[config.mk]
export PLATFORM = sky130hd
export DESIGN_NAME = dmem_arbiter
export DESIGN_NICKNAME = d
export VERILOG_FILES = /design/src/rtl/dmem_arb_pkg.sv /design/src/rtl/dmem_arbiter_rr_picker.sv /design/src/rtl/dmem_arbiter.sv
export SDC_FILE = /design/constraint.sdc
export NUM_CORES = 1
export LEC_CHECK = 0
export CAP_MARGIN = 25
export CORE_MARGIN = 4
export CORE_UTILIZATION = 40
export DETAILED_ROUTE_END_ITERATION = 8
export PLACE_DENSITY = 0.88
export SKIP_LAST_GASP = 1
export SLEW_MARGIN = 20
export SYNTH_ARGS = -nofsm -noshare
export SYNTH_HDL_FRONTEND = slang
export SYNTH_SLANG_ARGS = --single-unit
[constraint.sdc]
create_clock -name clk -period 3.54 [get_ports clk]
set_input_delay 0.354 -clock clk [delete_from_list [all_inputs] [get_ports clk]]
set_output_delay 0.354 -clock clk [all_outputs]
set_load 0.01 [all_outputs]
[src/rtl/dmem_arb_pkg.sv]
// rtl/dmem_arb_pkg.sv - shared types and constants for the data-memory arbiter
// Purpose: FSM state encoding, memory size codes and default requester count.
// Ports: none (package).
// Optional feature macro used by the arbiter: DMEM_ARB_STATS_EN.
package dmem_arb_pkg;

   typedef enum logic [1:0] {
      IDLE   = 2'd0,
      ACCESS = 2'd1,
      RESP   = 2'd2
   } arb_state_t;

   // Size codes; the memory interprets them, the arbiter only forwards them.
   localparam logic [2:0] MASK_LB  = 3'b000;
   localparam logic [2:0] MASK_LH  = 3'b001;
   localparam logic [2:0] MASK_LW  = 3'b010;
   localparam logic [2:0] MASK_LBU = 3'b100;
   localparam logic [2:0] MASK_LHU = 3'b101;

   localparam int N_REQ_DEFAULT = 2;

endpackage

[src/rtl/dmem_arbiter_rr_picker.sv]
// rtl/dmem_arbiter_rr_picker.sv - combinational round-robin winner select
// Purpose: pick the first requester strictly after ptr_i, wrapping around.
// Ports:
//   req_i     in  N_REQ  request vector
//   ptr_i     in  IW     index of the most recently served requester
//   onehot_o  out N_REQ  one-hot winner (0 when no request)
//   idx_o     out IW     winner index
//   any_o     out 1      at least one request present
module rr_picker #(
   parameter int N_REQ = 2,
   parameter int IW    = 1
) (
   input  logic [N_REQ-1:0] req_i,
   input  logic [IW-1:0]    ptr_i,
   output logic [N_REQ-1:0] onehot_o,
   output logic [IW-1:0]    idx_o,
   output logic             any_o
);

   // Two ascending passes: indices above the pointer first, then the wrap
   // region up to and including the pointer. Keeps every select constant.
   always_comb begin
      onehot_o = '0;
      idx_o    = '0;
      any_o    = 1'b0;
      for (int i = 0; i < N_REQ; i++) begin
         if (!any_o && req_i[i] && (IW'(i) > ptr_i)) begin
            any_o       = 1'b1;
            idx_o       = IW'(i);
            onehot_o[i] = 1'b1;
         end
      end
      for (int i = 0; i < N_REQ; i++) begin
         if (!any_o && req_i[i] && (IW'(i) <= ptr_i)) begin
            any_o       = 1'b1;
            idx_o       = IW'(i);
            onehot_o[i] = 1'b1;
         end
      end
   end

endmodule

[src/rtl/dmem_arbiter.sv]
// rtl/dmem_arbiter.sv - round-robin arbiter sharing one data memory port
// Purpose: latch one accepted request, drive memory for one cycle, return result.
// Ports:
//   clk, reset            clock, asynchronous active-high reset
//   req/req_we            per-requester request and store flag
//   req_addr/wdata/mask   packed per-requester payload (requester i at [i*W +: W])
//   gnt                   one-hot, high during ACCESS for the winner
//   done, rdata           one-cycle completion pulse and load result in RESP
//   mem_addr/wdata/mask   memory payload, driven only in ACCESS
//   mem_wr_en/mem_rd_en   memory strobes, driven only in ACCESS
//   mem_rdata             combinational read data from memory
//   stat_grants/stat_wait per-requester saturating counters (DMEM_ARB_STATS_EN only)
module dmem_arbiter
   import dmem_arb_pkg::*;
#(
   parameter int N_REQ = N_REQ_DEFAULT,
   parameter int AW    = 32,
   parameter int DW    = 32
) (
   input  logic               clk,
   input  logic               reset,
   input  logic [N_REQ-1:0]   req,
   input  logic [N_REQ-1:0]   req_we,
   input  logic [N_REQ*AW-1:0] req_addr,
   input  logic [N_REQ*DW-1:0] req_wdata,
   input  logic [N_REQ*3-1:0] req_mask,
   output logic [N_REQ-1:0]   gnt,
   output logic [N_REQ-1:0]   done,
   output logic [DW-1:0]      rdata,
   output logic [AW-1:0]      mem_addr,
   output logic [DW-1:0]      mem_wdata,
   output logic [2:0]         mem_mask,
   output logic               mem_wr_en,
   output logic               mem_rd_en,
   input  logic [DW-1:0]      mem_rdata
`ifdef DMEM_ARB_STATS_EN
   ,
   output logic [N_REQ*32-1:0] stat_grants,
   output logic [N_REQ*32-1:0] stat_wait
`endif
);

   localparam int IW = (N_REQ > 1) ? $clog2(N_REQ) : 1;

   arb_state_t    state_q, state_d;
   logic [IW-1:0] rr_ptr_q, rr_ptr_d;
   logic [IW-1:0] idx_q, idx_d;
   logic          we_q, we_d;
   logic [AW-1:0] addr_q, addr_d;
   logic [DW-1:0] wdata_q, wdata_d;
   logic [2:0]    mask_q, mask_d;
   logic [DW-1:0] rdata_q, rdata_d;

   logic [N_REQ-1:0] pick_onehot;
   logic [IW-1:0]    pick_idx;
   logic             pick_any;

   rr_picker #(.N_REQ(N_REQ), .IW(IW)) u_picker (
      .req_i    (req),
      .ptr_i    (rr_ptr_q),
      .onehot_o (pick_onehot),
      .idx_o    (pick_idx),
      .any_o    (pick_any)
   );

   // Async reset also drops the ACCESS strobes immediately, which is what
   // aborts a store that has not reached its negedge commit yet.
   always_ff @(posedge clk or posedge reset) begin
      if (reset) begin
         state_q  <= IDLE;
         rr_ptr_q <= IW'(N_REQ - 1);
         idx_q    <= '0;
         we_q     <= 1'b0;
         addr_q   <= '0;
         wdata_q  <= '0;
         mask_q   <= '0;
         rdata_q  <= '0;
      end else begin
         state_q  <= state_d;
         rr_ptr_q <= rr_ptr_d;
         idx_q    <= idx_d;
         we_q     <= we_d;
         addr_q   <= addr_d;
         wdata_q  <= wdata_d;
         mask_q   <= mask_d;
         rdata_q  <= rdata_d;
      end
   end

   always_comb begin
      state_d  = state_q;
      rr_ptr_d = rr_ptr_q;
      idx_d    = idx_q;
      we_d     = we_q;
      addr_d   = addr_q;
      wdata_d  = wdata_q;
      mask_d   = mask_q;
      rdata_d  = rdata_q;
      case (state_q)
         IDLE: begin
            if (pick_any) begin
               state_d  = ACCESS;
               rr_ptr_d = pick_idx;
               idx_d    = pick_idx;
               for (int i = 0; i < N_REQ; i++) begin
                  if (pick_onehot[i]) begin
                     we_d    = req_we[i];
                     addr_d  = req_addr[i*AW +: AW];
                     wdata_d = req_wdata[i*DW +: DW];
                     mask_d  = req_mask[i*3 +: 3];
                  end
               end
            end
         end
         ACCESS: begin
            // Stores return zero so RESP can forward rdata_q unconditionally.
            rdata_d = we_q ? '0 : mem_rdata;
            state_d = RESP;
         end
         RESP:    state_d = IDLE;
         default: state_d = IDLE;
      endcase
   end

   always_comb begin
      gnt       = '0;
      done      = '0;
      rdata     = '0;
      mem_addr  = '0;
      mem_wdata = '0;
      mem_mask  = '0;
      mem_wr_en = 1'b0;
      mem_rd_en = 1'b0;
      if (state_q == ACCESS) begin
         mem_addr  = addr_q;
         mem_wdata = wdata_q;
         mem_mask  = mask_q;
         mem_wr_en = we_q;
         mem_rd_en = !we_q;
      end
      if (state_q == RESP) begin
         rdata = rdata_q;
      end
      for (int i = 0; i < N_REQ; i++) begin
         gnt[i]  = (state_q == ACCESS) && (idx_q == IW'(i));
         done[i] = (state_q == RESP) && (idx_q == IW'(i));
      end
   end

`ifdef DMEM_ARB_STATS_EN
   for (genvar g = 0; g < N_REQ; g++) begin : g_stat
      logic [31:0] grants_q;
      logic [31:0] wait_q;
      always_ff @(posedge clk or posedge reset) begin
         if (reset) begin
            grants_q <= '0;
            wait_q   <= '0;
         end else begin
            if (gnt[g] && (grants_q != 32'hFFFF_FFFF)) begin
               grants_q <= grants_q + 32'd1;
            end
            if (req[g] && !gnt[g] && !done[g] && (wait_q != 32'hFFFF_FFFF)) begin
               wait_q <= wait_q + 32'd1;
            end
         end
      end
      assign stat_grants[g*32 +: 32] = grants_q;
      assign stat_wait[g*32 +: 32]   = wait_q;
   end
`endif

endmodule

# ---- Word-level counts from Yosys, hierarchy flattened
# Index checks and enable logic that the tools add are counted.
dict set report op_classes {
  n_mux 26
  order_cmp 4
  n_bitwise 1
  n_eq_ne 3
  n_reduce_logical 19
}
# operator count
set ops {}
lappend ops {{32-bit two-way mux} 8}
lappend ops {{1-bit two-way mux} 13}
lappend ops {{1-bit logical AND} 11}
lappend ops {{3-bit two-way mux} 3}
lappend ops {{1-bit zero test} 4}
lappend ops {{2-bit case mux with 2 select lines} 1}
lappend ops {{3-bit AND reduction} 1}
lappend ops {{2-bit by 1-bit == test with 1-bit output, second input constant} 1}
lappend ops {{2-bit == test, second input constant} 1}
lappend ops {{1-bit > comparator, first input constant} 2}
lappend ops {{1-bit <= comparator, first input constant} 2}
lappend ops {{2-bit zero test} 1}
lappend ops {{2-bit two-way mux} 1}
lappend ops {{2-bit inequality test, second input constant} 1}
lappend ops {{2-bit AND reduction} 1}
lappend ops {{2-bit nonzero test} 1}
lappend ops {{1-bit inverter} 1}
dict set report word_totals {
  input_bits 172
  reg_bits 104
  output_inout_bits 105
  elab_cells 61
}

# ---- Depth between registers and ports, before layout
# Gate-level depths: netlist of the first run.
dict set report logic_depth {
  word_depth 17
  mapped_depth 7
  mapped_depth_nobuf 4
}

# ---- Cells and area by module
# From an unflattened synthesis of the first run, not the netlist that was laid out.
dict set report unflattened {
  hier_cells 490
  hier_area_um2 5677.9
}
# module seq_area_each_um2 n_inst cells_each area_each_um2
set by_module_without_submodules {}
lappend by_module_without_submodules {dmem_arbiter 2603.7 1 485 5645.4}
lappend by_module_without_submodules {rr_picker 0.0 1 5 32.5}

# ---- Least setup slack after synthesis of the first run
# Ideal clock, no wire load.
dict set report synth_path {
  path_kind {reg-to-output}
  startpoint {reg state_q[1]}
  endpoint {out mem_addr[0]}
  slack_ns 1.945
  n_path_buf 3
  t_arrival_ns 1.241
  path_stages_with_launch 7
  cell_sequence {dfrtp_1 > nand2b_1 > buf_2 > inv_1 > buf_2 > clkbuf_1 > and2_1}
}
dict set report synth_between {
  elab_chain_cells 2
}
# item line_no
set synth_rtl {}
lappend synth_rtl {{start: declaration} dmem_arbiter.sv:45} ;# arb_state_t state_q, state_d;
lappend synth_rtl {{start signal: assignment} dmem_arbiter.sv:79} ;# state_q <= state_d;
lappend synth_rtl {{2-bit by 1-bit == test with 1-bit output} dmem_arbiter.sv:134} ;# if (state_q == ACCESS) begin
lappend synth_rtl {{32-bit two-way mux} dmem_arbiter.sv:134}
lappend synth_rtl {{end: declaration} dmem_arbiter.sv:30} ;# output logic [AW-1:0] mem_addr,
# Every way passes these cells.

# ---- Worst setup path after layout of the first run
dict set report layout_path {
  startpoint {reg state_q[1]}
  endpoint {out mem_addr[31]}
}
# Same word-level chain as after synthesis.

==> results of run 1 <==
-- through the flow --
stage	instances	cell area (um^2)	setup WS, ps	power [mW]
after floorplan	650	5400	455	3.94
after global placement	1055	8240	1200	5.35
after detailed placement	1055	8240	1120	5.46
after CTS	1071	8550	741	6.51
after global routing	1071	8550	577	6.94
final	1071	8550	782	6.44
-- how the worst max path moves through the flow --
stage	start	endpoint	slack, ps	depth (start not counted)
after CTS	state_q[1]	mem_addr[31]	740	5
final	state_q[1]	mem_addr[31]	780	5
after global routing	state_q[1]	rdata[3]	580	4
after global placement	state_q[1]	mem_addr[16]	1200	5
after detailed placement	state_q[1]	mem_addr[31]	1120	5
after floorplan	reset	addr_q[0]	460	1
-- state kept, by name, indices dropped and copies added (netlist names) --
register / flops
addr_q: 32
idx_q: 1
mask_q: 3
rdata_q: 32
rr_ptr_q: 1
state_q: 2
wdata_q: 32
we_q: 1
-- cell families (layout without fill, tap and decap cells) --
logic type             count (synthesis)  in the layout
and+or+nand+nor                      343            343
AOI/OAI and AO/OA                    141            141
DFF                                  104            104
buffers and inverters                 62            307
-- cells in the mapped netlist --
cell type	count
buf_4	1
nand3b_1	32
a31oi_2	1
dfstp_2	1
o21ai_1	1
a31oi_1	68
nor2b_1	1
a21oi_1	69
buf_6	8
and2_1	103
nand2b_1	1
nand2_1	201
a21boi_2	1
nor2_1	4
a21bo_2	1
buf_2	14
inv_1	3
clkbuf_1	36
or2_1	1
dfrtp_1	103
-- metal layers --
| layer | vias up | routed length (um) | share of wire |
|---|---|---|---|
| met5 | - | 0 | 0 |
| met4 | 0 | 475 | 0.027 |
| met3 | 34 | 2050 | 0.11 |
| met2 | 271 | 8550 | 0.48 |
| met1 | 2553 | 6830 | 0.38 |
| li1 | 2634 | - | - |
-- final cells by class --
cell class                 count  share of cell area
sequential                   104               0.305
clock inverter                 4             0.00615
clock buffer                  12              0.0300
multi-input combinational    484               0.292
tap                          176              0.0258
inverter                       3             0.00161
timing repair buffer         288               0.340
-- report_power, final --
part / internal, mW / leakage (nW) / switching [mW]
registers: 1.78 / 1.23 / 0.315
clock network: 0.589 / 0.153 / 0.442
logic: 1.64 / 2.23 / 1.67
total: 4.01 / 3.61 / 2.43
-- worst max-delay path: cells and delay by family, from the launching register on --
kind	cells	cell delay, ps
buffers and inverters	3	1260
flip-flops	1	410
AND/OR/NAND/NOR	2	360
==> results by group, run 1 <==
Finish
  – Share of post-route cells with drive strength above 1: 0.0402
  – Most common cell after layout, fill and taps aside: clkdlybuf4s50_1
  – Most frequent cells in the layout: 276 x clkdlybuf4s50_1, 201 x nand2_1, 103 x dfrtp_1
  – Antenna cell count: 0
  – Fillcell total: approximately 1100
  – Layout area overhead: 58.3%
  – Util after Layout: 0.646
  – Seq. cell area: around 2600 um^2
  – Nets: roughly 1100
  – Multi-input gate area: approximately 2500 um^2

Setup path
  – CP Capture Type: primary output
  – Slowest cell on crit path: clkdlybuf4s50_1
  – R2R setup slack: around 1800 ps
  – Cells on worst reg2reg path: 4
  – Worst path arrival time: approximately 2400 ps
  – Origin of the critical flop-to-flop path: rr_ptr_q
  – Critical Path Fanout Max: 30
  – Crit start category: register
  – Required @ worst endpoint: approximately 3200 ps
  – Crit-path cells: nand2b_1 > inv_2 > buf_4 > and2_1 > clkdlybuf4s50_1
  – Max stage delay on crit path: around 560 ps
  – Crit Reg-Reg Endpoint: addr_q[15]
  – Crit path kind: register to primary output

Yosys
  – Post-synthesis xor/xnor area fraction: 0
  – Yosys warning total: 0
  – Top cell type's share of synthesized area: 0.477
  – Complex-gate fraction of the synthesized area: 0.150
  – Largest cells by area after synthesis: dfrtp_1 48%, nand2_1 14%, and2_1 12%, a31oi_1 7.9%, a21oi_1 6.4%
  – Post-Syn Nets: 822
  – Post-synthesis mux area share: 0
  – Main combinational cell family by area after synthesis: simple AND/OR/NAND/NOR gates
  – Synth cell types: 20
  – Area leader, netlist: dfrtp_1
  – Yosys reg bits: roughly 100
  – Post-synthesis simple-gate area fraction: 0.310
  – Mapped Cells: 650
  – Post-Syn Area: about 5400 um^2
  – Adder-Cell Fraction of Synth Area: 0
  – Seq/Total Area, Yosys: 0.482
  – Syn Area/Cell: ~8.3 um^2

CTS
  – Clk_lat worst skew: roughly 350 ps
  – CTS tree: built
  – Post-CTS resize count: 0
  – CTS root buf: clkbuf_16
  – CTS clk-pin slew, worst paths: roughly 70 ps
  – Clk buf depth: 2
  – Max H-tree Level: 3
  – CTS buffer count: 9
  – CTS Hold Bufs: 0
  – Clock Sinks: 104
  – Postcts setup bufs: 0

Routing
  – Post-route ant nets: 0
  – Final WL: about 18000 um
  – DRT Pass-1 Iters: 4
  – DR WL/cell: around 17 um
  – Via/cell ratio: 5.13
  – Via Count: about 5500
  – Post-route DRC: 0
  – Number of DRC markers in iteration 0: roughly 390

GRT
  – Pin count of the biggest net entering global routing: between 70 and 80
  – Grt met1 use: 0.275
  – Initial antenna violation count: 0
  – Global routing usage on met3: 0.0836
  – Busiest grt layer: met2
  – Total GRT Usage: 0.227
  – First-pass GRT wire length: 27200 um
  – GR Util met2: 0.374
  – Number of global-route vias before repair: 5248
  – Grt total ovfl: 0

Placement
  – Hpwl dp: between 10000 and 15000 um
  – Port Buffers: ~280
  – RD Place Congestion: roughly 0.83

Floorplan
  – Initial core utilization: 0.408
  – Die Height: between 100 and 150 um
  – I/O pins: 277
  – # rows: 42
  – Core footprint: 13200 um^2
  – Die area: between 15000 and 20000 um^2
  – Die Wd: ~120 um

STA
  – Max-slew headroom: 0.462
  – Fin. Hold Viols: 0
  – Max Slew Vio Count: 0
  – Final worst-path cycle share: 0.779
  – RSZ-0062 raised after global routing: false
  – Min cycle time layout: around 2800 ps
  – Setup_tns: 0 ps
  – Fmax: 0.363 GHz
  – Clock Skews: approximately 7.7 ps
  – Final setup fails: 0
  – Worst Hold Slack: around 430 ps
  – Worst-Margin Slew: 805 ps

Run
  – Max-cap viol count: 0

Min path
  – HP Class: input pin to asynchronous set/reset pin

Power
  – Pwr/cell area: ~750 nW/um^2
  – Pleak: ~3.6 nW
  – Worst vdd ir: between 400 and 500 uV

Status
  – Status: finished clean
(Power assumes the default switching activity.)
==> run 2: changes to the inputs <==
--- a/config.mk
+++ b/config.mk
@@ -7,9 +7,9 @@
 export LEC_CHECK = 0
 export CAP_MARGIN = 25
 export CORE_MARGIN = 4
-export CORE_UTILIZATION = 40
+export CORE_UTILIZATION = 36
 export DETAILED_ROUTE_END_ITERATION = 8
-export PLACE_DENSITY = 0.88
+export PLACE_DENSITY = 0.84
 export SKIP_LAST_GASP = 1
 export SLEW_MARGIN = 20
 export SYNTH_ARGS = -nofsm -noshare
==> constraint.sdc (replaced) <==
create_clock -name clk -period 2.2 [get_ports clk]
set_input_delay 0.22 -clock clk [delete_from_list [all_inputs] [get_ports clk]]
set_output_delay 0.22 -clock clk [all_outputs]
set_load 0.01 [all_outputs]
==> run 2 against run 1 <==
  * Register-to-register slack worse by 1300 ps
  * Die area up 10%
  * Critical path type unchanged
  * Worst hold slack worse by 190 ps
  * Largest cell class unchanged
  * Sequential cell count unchanged
  * Count of clock-buffer cells in the layout up 2
  * Clock power up 43%
  * Critical path depth unchanged
  * Utilization down 4.7 points
  * Sequential share of layout area down 0.63 points
  * Final cell count up 1.6%
  * Largest power group unchanged
  * Worst setup slack worse by 730 ps
  * First-iteration DRC count down 16%
==> results by group, run 2 (same netlist as run 1, synthesis figures left out) <==
Status
  – Status: finished clean

Setup path
  – Crit path kind: register to primary output
  – Required @ worst endpoint: 1980 ps (-1210 ps)
  – Worst path arrival time: 1930 ps (-470 ps)
  – CP Capture Type: primary output
  – Critical Path Fanout Max: 19 (-37%)
  – Crit start category: register

GRT
  – First-pass GRT wire length: 26600 um (-2.3%)
  – Total GRT Usage: 0.200 (-0.0273)
  – GR Util met2: 0.336 (-0.0381)
  – Initial antenna violation count: 0 (unchanged)
  – Grt total ovfl: 0 (unchanged)
  – Pin count of the biggest net entering global routing: 72 (unchanged)
  – Global routing usage on met3: 0.0691 (-0.0145)
  – Number of global-route vias before repair: 5170 (-1.5%)
  – Busiest grt layer: met2
  – Grt met1 use: 0.242 (-0.0326)

STA
  – Final worst-path cycle share: 0.976
  – Final WS setup: 52.1 ps (-730 ps)
  – Min cycle time layout: between 2000 and 2500 ps
  – Clock Skews: 5.86 ps (-1.80 ps)
  – Max-slew headroom: 0.469 (+0.00730)
  – Max Slew Vio Count: 0 (unchanged)
  – Fin. Hold Viols: 0 (unchanged)
  – Fmax: 0.466 GHz
  – Final setup fails: 0 (unchanged)
  – Worst-Margin Slew: 797 ps (-8.93 ps)
  – RSZ-0062 raised after global routing: true

Routing
  – Via Count: 5502 (+0.18%)
  – Post-route DRC: 0 (unchanged)
  – Post-route ant nets: 0 (unchanged)
  – DR WL/cell: 17.0 um (+1.5%)
  – Final WL: 18500 um (+3.1%)
  – Via/cell ratio: 5.06 (-1.4%)
  – Number of DRC markers in iteration 0: 326 (-16%)
  – DRT Pass-1 Iters: 4 (unchanged)

CTS
  – CTS buffer count: 9 (unchanged)
  – CTS root buf: clkbuf_16
  – Clk buf depth: 2 (unchanged)
  – Clk_lat worst skew: 340 ps (about the same)
  – CTS tree: built
  – CTS clk-pin slew, worst paths: 70 ps (about the same)
  – Max H-tree Level: 3 (unchanged)
  – Clock Sinks: 104 (unchanged)

Floorplan
  – Die Wd: 130 um (+5.1%)
  – I/O pins: 277 (unchanged)
  – Core footprint: 14600 um^2 (+10%)
  – Die area: 17000 um^2 (+10%)
  – Initial core utilization: 0.370 (-0.0376)
  – # rows: 44 (+4.8%)
  – Die Height: 130 um (+5.1%)

Min path
  – HP Class: input pin to asynchronous set/reset pin

Finish
  – Share of post-route cells with drive strength above 1: 0.0487 (+0.00845)
  – Final Cell Area: 8730 um^2 (+2.2%)
  – Layout area overhead: 61.7%
  – Fillcell total: 1311 (+18%)
  – Most common cell after layout, fill and taps aside: clkdlybuf4s50_1
  – Largest regs: addr_q (32), rdata_q (32), wdata_q (32)
  – Most frequent cells in the layout: 256 x clkdlybuf4s50_1, 201 x nand2_1, 102 x and2_1, 102 x dfrtp_1, 69 x a21oi_1
  – Antenna cell count: 0 (unchanged)
  – Nets: 1071 (+0.85%)
  – Util after Layout: 0.599 (-0.0469)

Placement
  – Worst slack, placed: 157 ps (-966 ps)
  – RD Place Congestion: 0.830 (-0.49%)
  – Port Buffers: 276 (unchanged)
  – DP Area: 8310 um^2 (+0.80%)
  – Hpwl dp: 12300 um (-3.2%)

Power
  – Pleak: 3.96 nW (+9.7%)
  – Pwr/cell area: 1200 nW/um^2 (+60%)
  – Worst vdd ir: 610 uV (+29%)

Run
  – Max-cap viol count: 0 (unchanged)
[run 2: power breakdown]
part | switching (mW) | total (mW) | leakage, nW | internal, mW
logic | 2.86 | 5.69 | 2.61 | 2.83
clock network | 0.696 | 1.47 | 0.121 | 0.774
registers | 0.473 | 3.34 | 1.23 | 2.87
total | 4.03 | 10.5 | 3.96 | 6.47
[run 2: stage by stage]
step,hold slack (ps),std cells,TNS [ps],power [mW]
detailed placement,448,1067,0,8.83
global placement,440,1067,0,8.69
global route,263,1088,-76.5,11.3
floorplan,290,650,0,6.34
finish,240,1088,0,10.5
CTS,230,1083,-393,10.3
[run 2: critical path, cell delays in order, from the launching register on]
cell             delay (ps)
dfrtp_1                 420
nand2b_4                180
inv_8                   110
buf_12                  150
and2_1                  160
clkdlybuf4s50_1         550
[run 2: final cells by class]
| type | instances | area, um^2 | share of cell area |
|---|---|---|---|
| clock buffer | 14 | 244 | 0.0279 |
| clock inverter | 2 | 16.3 | 0.00186 |
| inverter | 3 | 22.5 | 0.00258 |
| multi-input combinational | 484 | 2510 | 0.288 |
| sequential | 104 | 2610 | 0.298 |
| tap | 184 | 230 | 0.0264 |
| timing repair buffer | 297 | 3100 | 0.355 |
[run 2: timing repair]
| action | in CTS | in global routing |
|---|---|---|
| gates cloned | 0 | 5 |
| hold buffers | 0 | 0 |
| resized for setup | 1 | 29 |
| setup buffers | 0 | 0 |
| setup endpoints to repair | 25 | 100 |
| endpoints found under the hold margin | 0 | 0 |
[run 2: layer usage]
| metal | vias up | share of wire |
|---|---|---|
| li1 | 2647 | - |
| met1 | 2580 | 0.41 |
| met2 | 251 | 0.47 |
| met3 | 24 | 0.10 |
| met4 | 0 | 0.018 |
| met5 | - | 0 |
[run 2: final timing paths]
| check | start | endpoint | slack [ps] | cells past startpoint |
|---|---|---|---|---|
| min | reset | rdata_q[30] | 240 | 2 |
| max in group asynchronous | reset | rr_ptr_q | 1320 | 3 |
| min reg2reg | rdata_q[30] | rdata_q[30] | 460 | 2 |
| max reg2reg | state_q[0] | wdata_q[0] | 470 | 4 |
| max | state_q[1] | mem_mask[0] | 50 | 5 |
| min in group clk | req_addr[32] | addr_q[0] | 440 | 3 |
==> run 3: changes to the inputs <==
==> constraint.sdc (replaced) <==
create_clock -name clk -period 2.2 [get_ports clk]
set_input_delay 0.22 -clock clk [delete_from_list [all_inputs] [get_ports clk]]
set_output_delay 0.22 -clock clk [all_outputs]
set_load 0.005 [all_outputs]
==> run 3 against run 2 <==
  * Sequential share of layout area up 0.21 points
  * Critical path type unchanged
  * Count of clock-buffer cells in the layout down 2
  * Worst hold slack better by 140 ps
  * Register-to-register slack better by 30 ps
  * Worst setup slack better by 35 ps
  * Fmax up 1.6%
==> results by group, run 3 (same netlist as run 1, synthesis figures left out) <==
Status
  – Status: finished clean

CTS
  – CTS Hold Bufs: 0 (unchanged)
  – Clk_lat worst skew: 340 ps (about the same)
  – Clk buf depth: 2 (unchanged)
  – CTS tree: built
  – Max H-tree Level: 3 (unchanged)
  – CTS buffer count: 9 (unchanged)
  – CTS root buf: clkbuf_16
  – Clock Sinks: 104 (unchanged)
  – CTS clk-pin slew, worst paths: 70 ps (about the same)

Setup path
  – Required @ worst endpoint: 1980 ps (about the same)
  – Critical Path Fanout Max: 34 (+15)
  – Crit start category: register
  – CP Capture Type: primary output
  – Worst path arrival time: 1890 ps (-40 ps)
  – Crit path kind: register to primary output
  – Cells on worst reg2reg path: 4 (unchanged)

GRT
  – Pin count of the biggest net entering global routing: 105 (+46%)
  – First-pass GRT wire length: 26900 um (+1.1%)
  – Initial antenna violation count: 0 (unchanged)
  – Number of global-route vias before repair: 5212 (+0.81%)
  – Grt total ovfl: 0 (unchanged)
  – Total GRT Usage: 0.199 (-0.000962)

Floorplan
  – Core footprint: 14600 um^2 (unchanged)
  – Initial core utilization: 0.370 (unchanged)
  – Die Height: 130 um (unchanged)
  – Die Wd: 130 um (unchanged)
  – I/O pins: 277 (unchanged)
  – # rows: 44 (unchanged)
  – Die area: 17000 um^2 (unchanged)

STA
  – Fmax: 0.473 GHz (+1.6%)
  – RSZ-0062 raised after global routing: true
  – Worst-Margin Slew: 793 ps (-3.48 ps)
  – Fin. Hold Viols: 0 (unchanged)
  – Final setup fails: 0 (unchanged)
  – Final worst-path cycle share: 0.960 (-0.0158)
  – Max Slew Vio Count: 0 (unchanged)
  – Clock Skews: 8.56 ps (+2.70 ps)
  – Min cycle time layout: 2110 ps (-34.8 ps)
  – Max-slew headroom: 0.471 (+0.00232)
  – Worst Hold Slack: 377 ps (+137 ps)

Finish
  – Most frequent cells in the layout: 275 x clkdlybuf4s50_1, 201 x nand2_1, 103 x dfrtp_1
  – Layout area overhead: 60.5%
  – Nets: 1067 (-0.37%)
  – Final non-filler cell total: 1084 (-0.37%)
  – Share of post-route cells with drive strength above 1: 0.0478 (-0.000895)
  – Antenna cell count: 0 (unchanged)
  – Util after Layout: 0.594 (-0.00437)
  – Largest regs: addr_q (32), rdata_q (32), wdata_q (32)
  – Most common cell after layout, fill and taps aside: clkdlybuf4s50_1
  – Final Cell Area: 8670 um^2 (-0.73%)

Routing
  – Post-route DRC: 0 (unchanged)
  – Via/cell ratio: 5.09 (+0.61%)
  – DRT Pass-1 Iters: 4 (unchanged)
  – Final WL: 17900 um (-3.0%)
  – Via Count: 5515 (+0.24%)
  – Number of DRC markers in iteration 0: 269 (-17%)
  – DR WL/cell: 16.5 um (-2.6%)
  – Post-route ant nets: 0 (unchanged)

Power
  – Pleak: 3.67 nW (-7.3%)
  – Worst vdd ir: 810 uV (+33%)
  – Pwr/cell area: 1190 nW/um^2 (-1.1%)
  – Total Power: 10.3 mW (-1.8%)

Placement
  – Port Buffers: 276 (unchanged)
  – Placed Cells incl. Taps: 1065 (-0.19%)
  – RD Place Congestion: 0.806 (-2.9%)
  – DP Area: 8280 um^2 (-0.33%)
  – Hpwl dp: 12300 um (-0.45%)

Run
  – Max-cap viol count: 0 (unchanged)

Min path
  – HP Class: input pin to asynchronous set/reset pin
-- run 3: cell types whose count changed in the layout (fill, tap and decap cells not counted), moves of 3 or more --
cell | previous run | this run
clkdlybuf4s50_1 | 256 | 275
dlymetal6s2s_1 | 19 | 1
clkbuf_8 | 0 | 3
clkbuf_1 | 5 | 0
-- run 3: path summary, 6_finish.rpt --
path,start,end,slack (ps)
worst min-delay path,reset,addr_q[10],380
worst min register to register,rdata_q[11],rdata_q[11],460
max in group asynchronous,reset,rr_ptr_q,1390
worst max-delay path,state_q[0],rdata[8],90
min in group clk,req_addr[10],addr_q[10],430
worst max register to register,state_q[0],addr_q[0],500
-- run 3: critical path: stages (launching register included) --
cell             delay (ps)
dfrtp_1                 440
nor2b_1                 160
buf_6                   240
and2_1                  190
clkdlybuf4s50_1         510
-- run 3: cell type report --
class / count / area, um^2
flip-flops and latches: 104 / 2600
repair buffers: 293 / 2990
clock buffers: 12 / 267
clock inverters: 4 / 51.3
well taps: 184 / 230
fillers: 1249 / 5920
multi-input cells: 484 / 2510
inverters: 3 / 17.5
-- run 3: through the flow --
stage               worst slack, ps  TNS, ps
global route                  -35.4     -140
floorplan                       735        0
global placement                388        0
detailed placement              338        0
CTS                           -19.2    -68.0
finish                         86.9        0
-- run 3: what timing repair did --
action	4_1_cts	5_1_grt
buffers inserted	0	1
setup endpoints to repair	5	91
cloned	0	2
gates resized for setup	0	4
-- run 3: per-layer routing --
metal | track usage | vias up | wire [um]
met2 | 0.329 | 249 | 8420
li1 | - | 2645 | -
met3 | 0.0614 | 19 | 1790
met5 | 0 | - | 0
met1 | 0.252 | 2602 | 7430
met4 | 0.0605 | 0 | 295
-- run 3: report_power, final --
| group | internal, mW | leakage, nW | total [mW] | switching, mW |
|---|---|---|---|---|
| clock network | 0.977 | 0.155 | 1.69 | 0.717 |
| registers | 2.86 | 1.23 | 3.38 | 0.513 |
| logic | 2.77 | 2.29 | 5.23 | 2.47 |
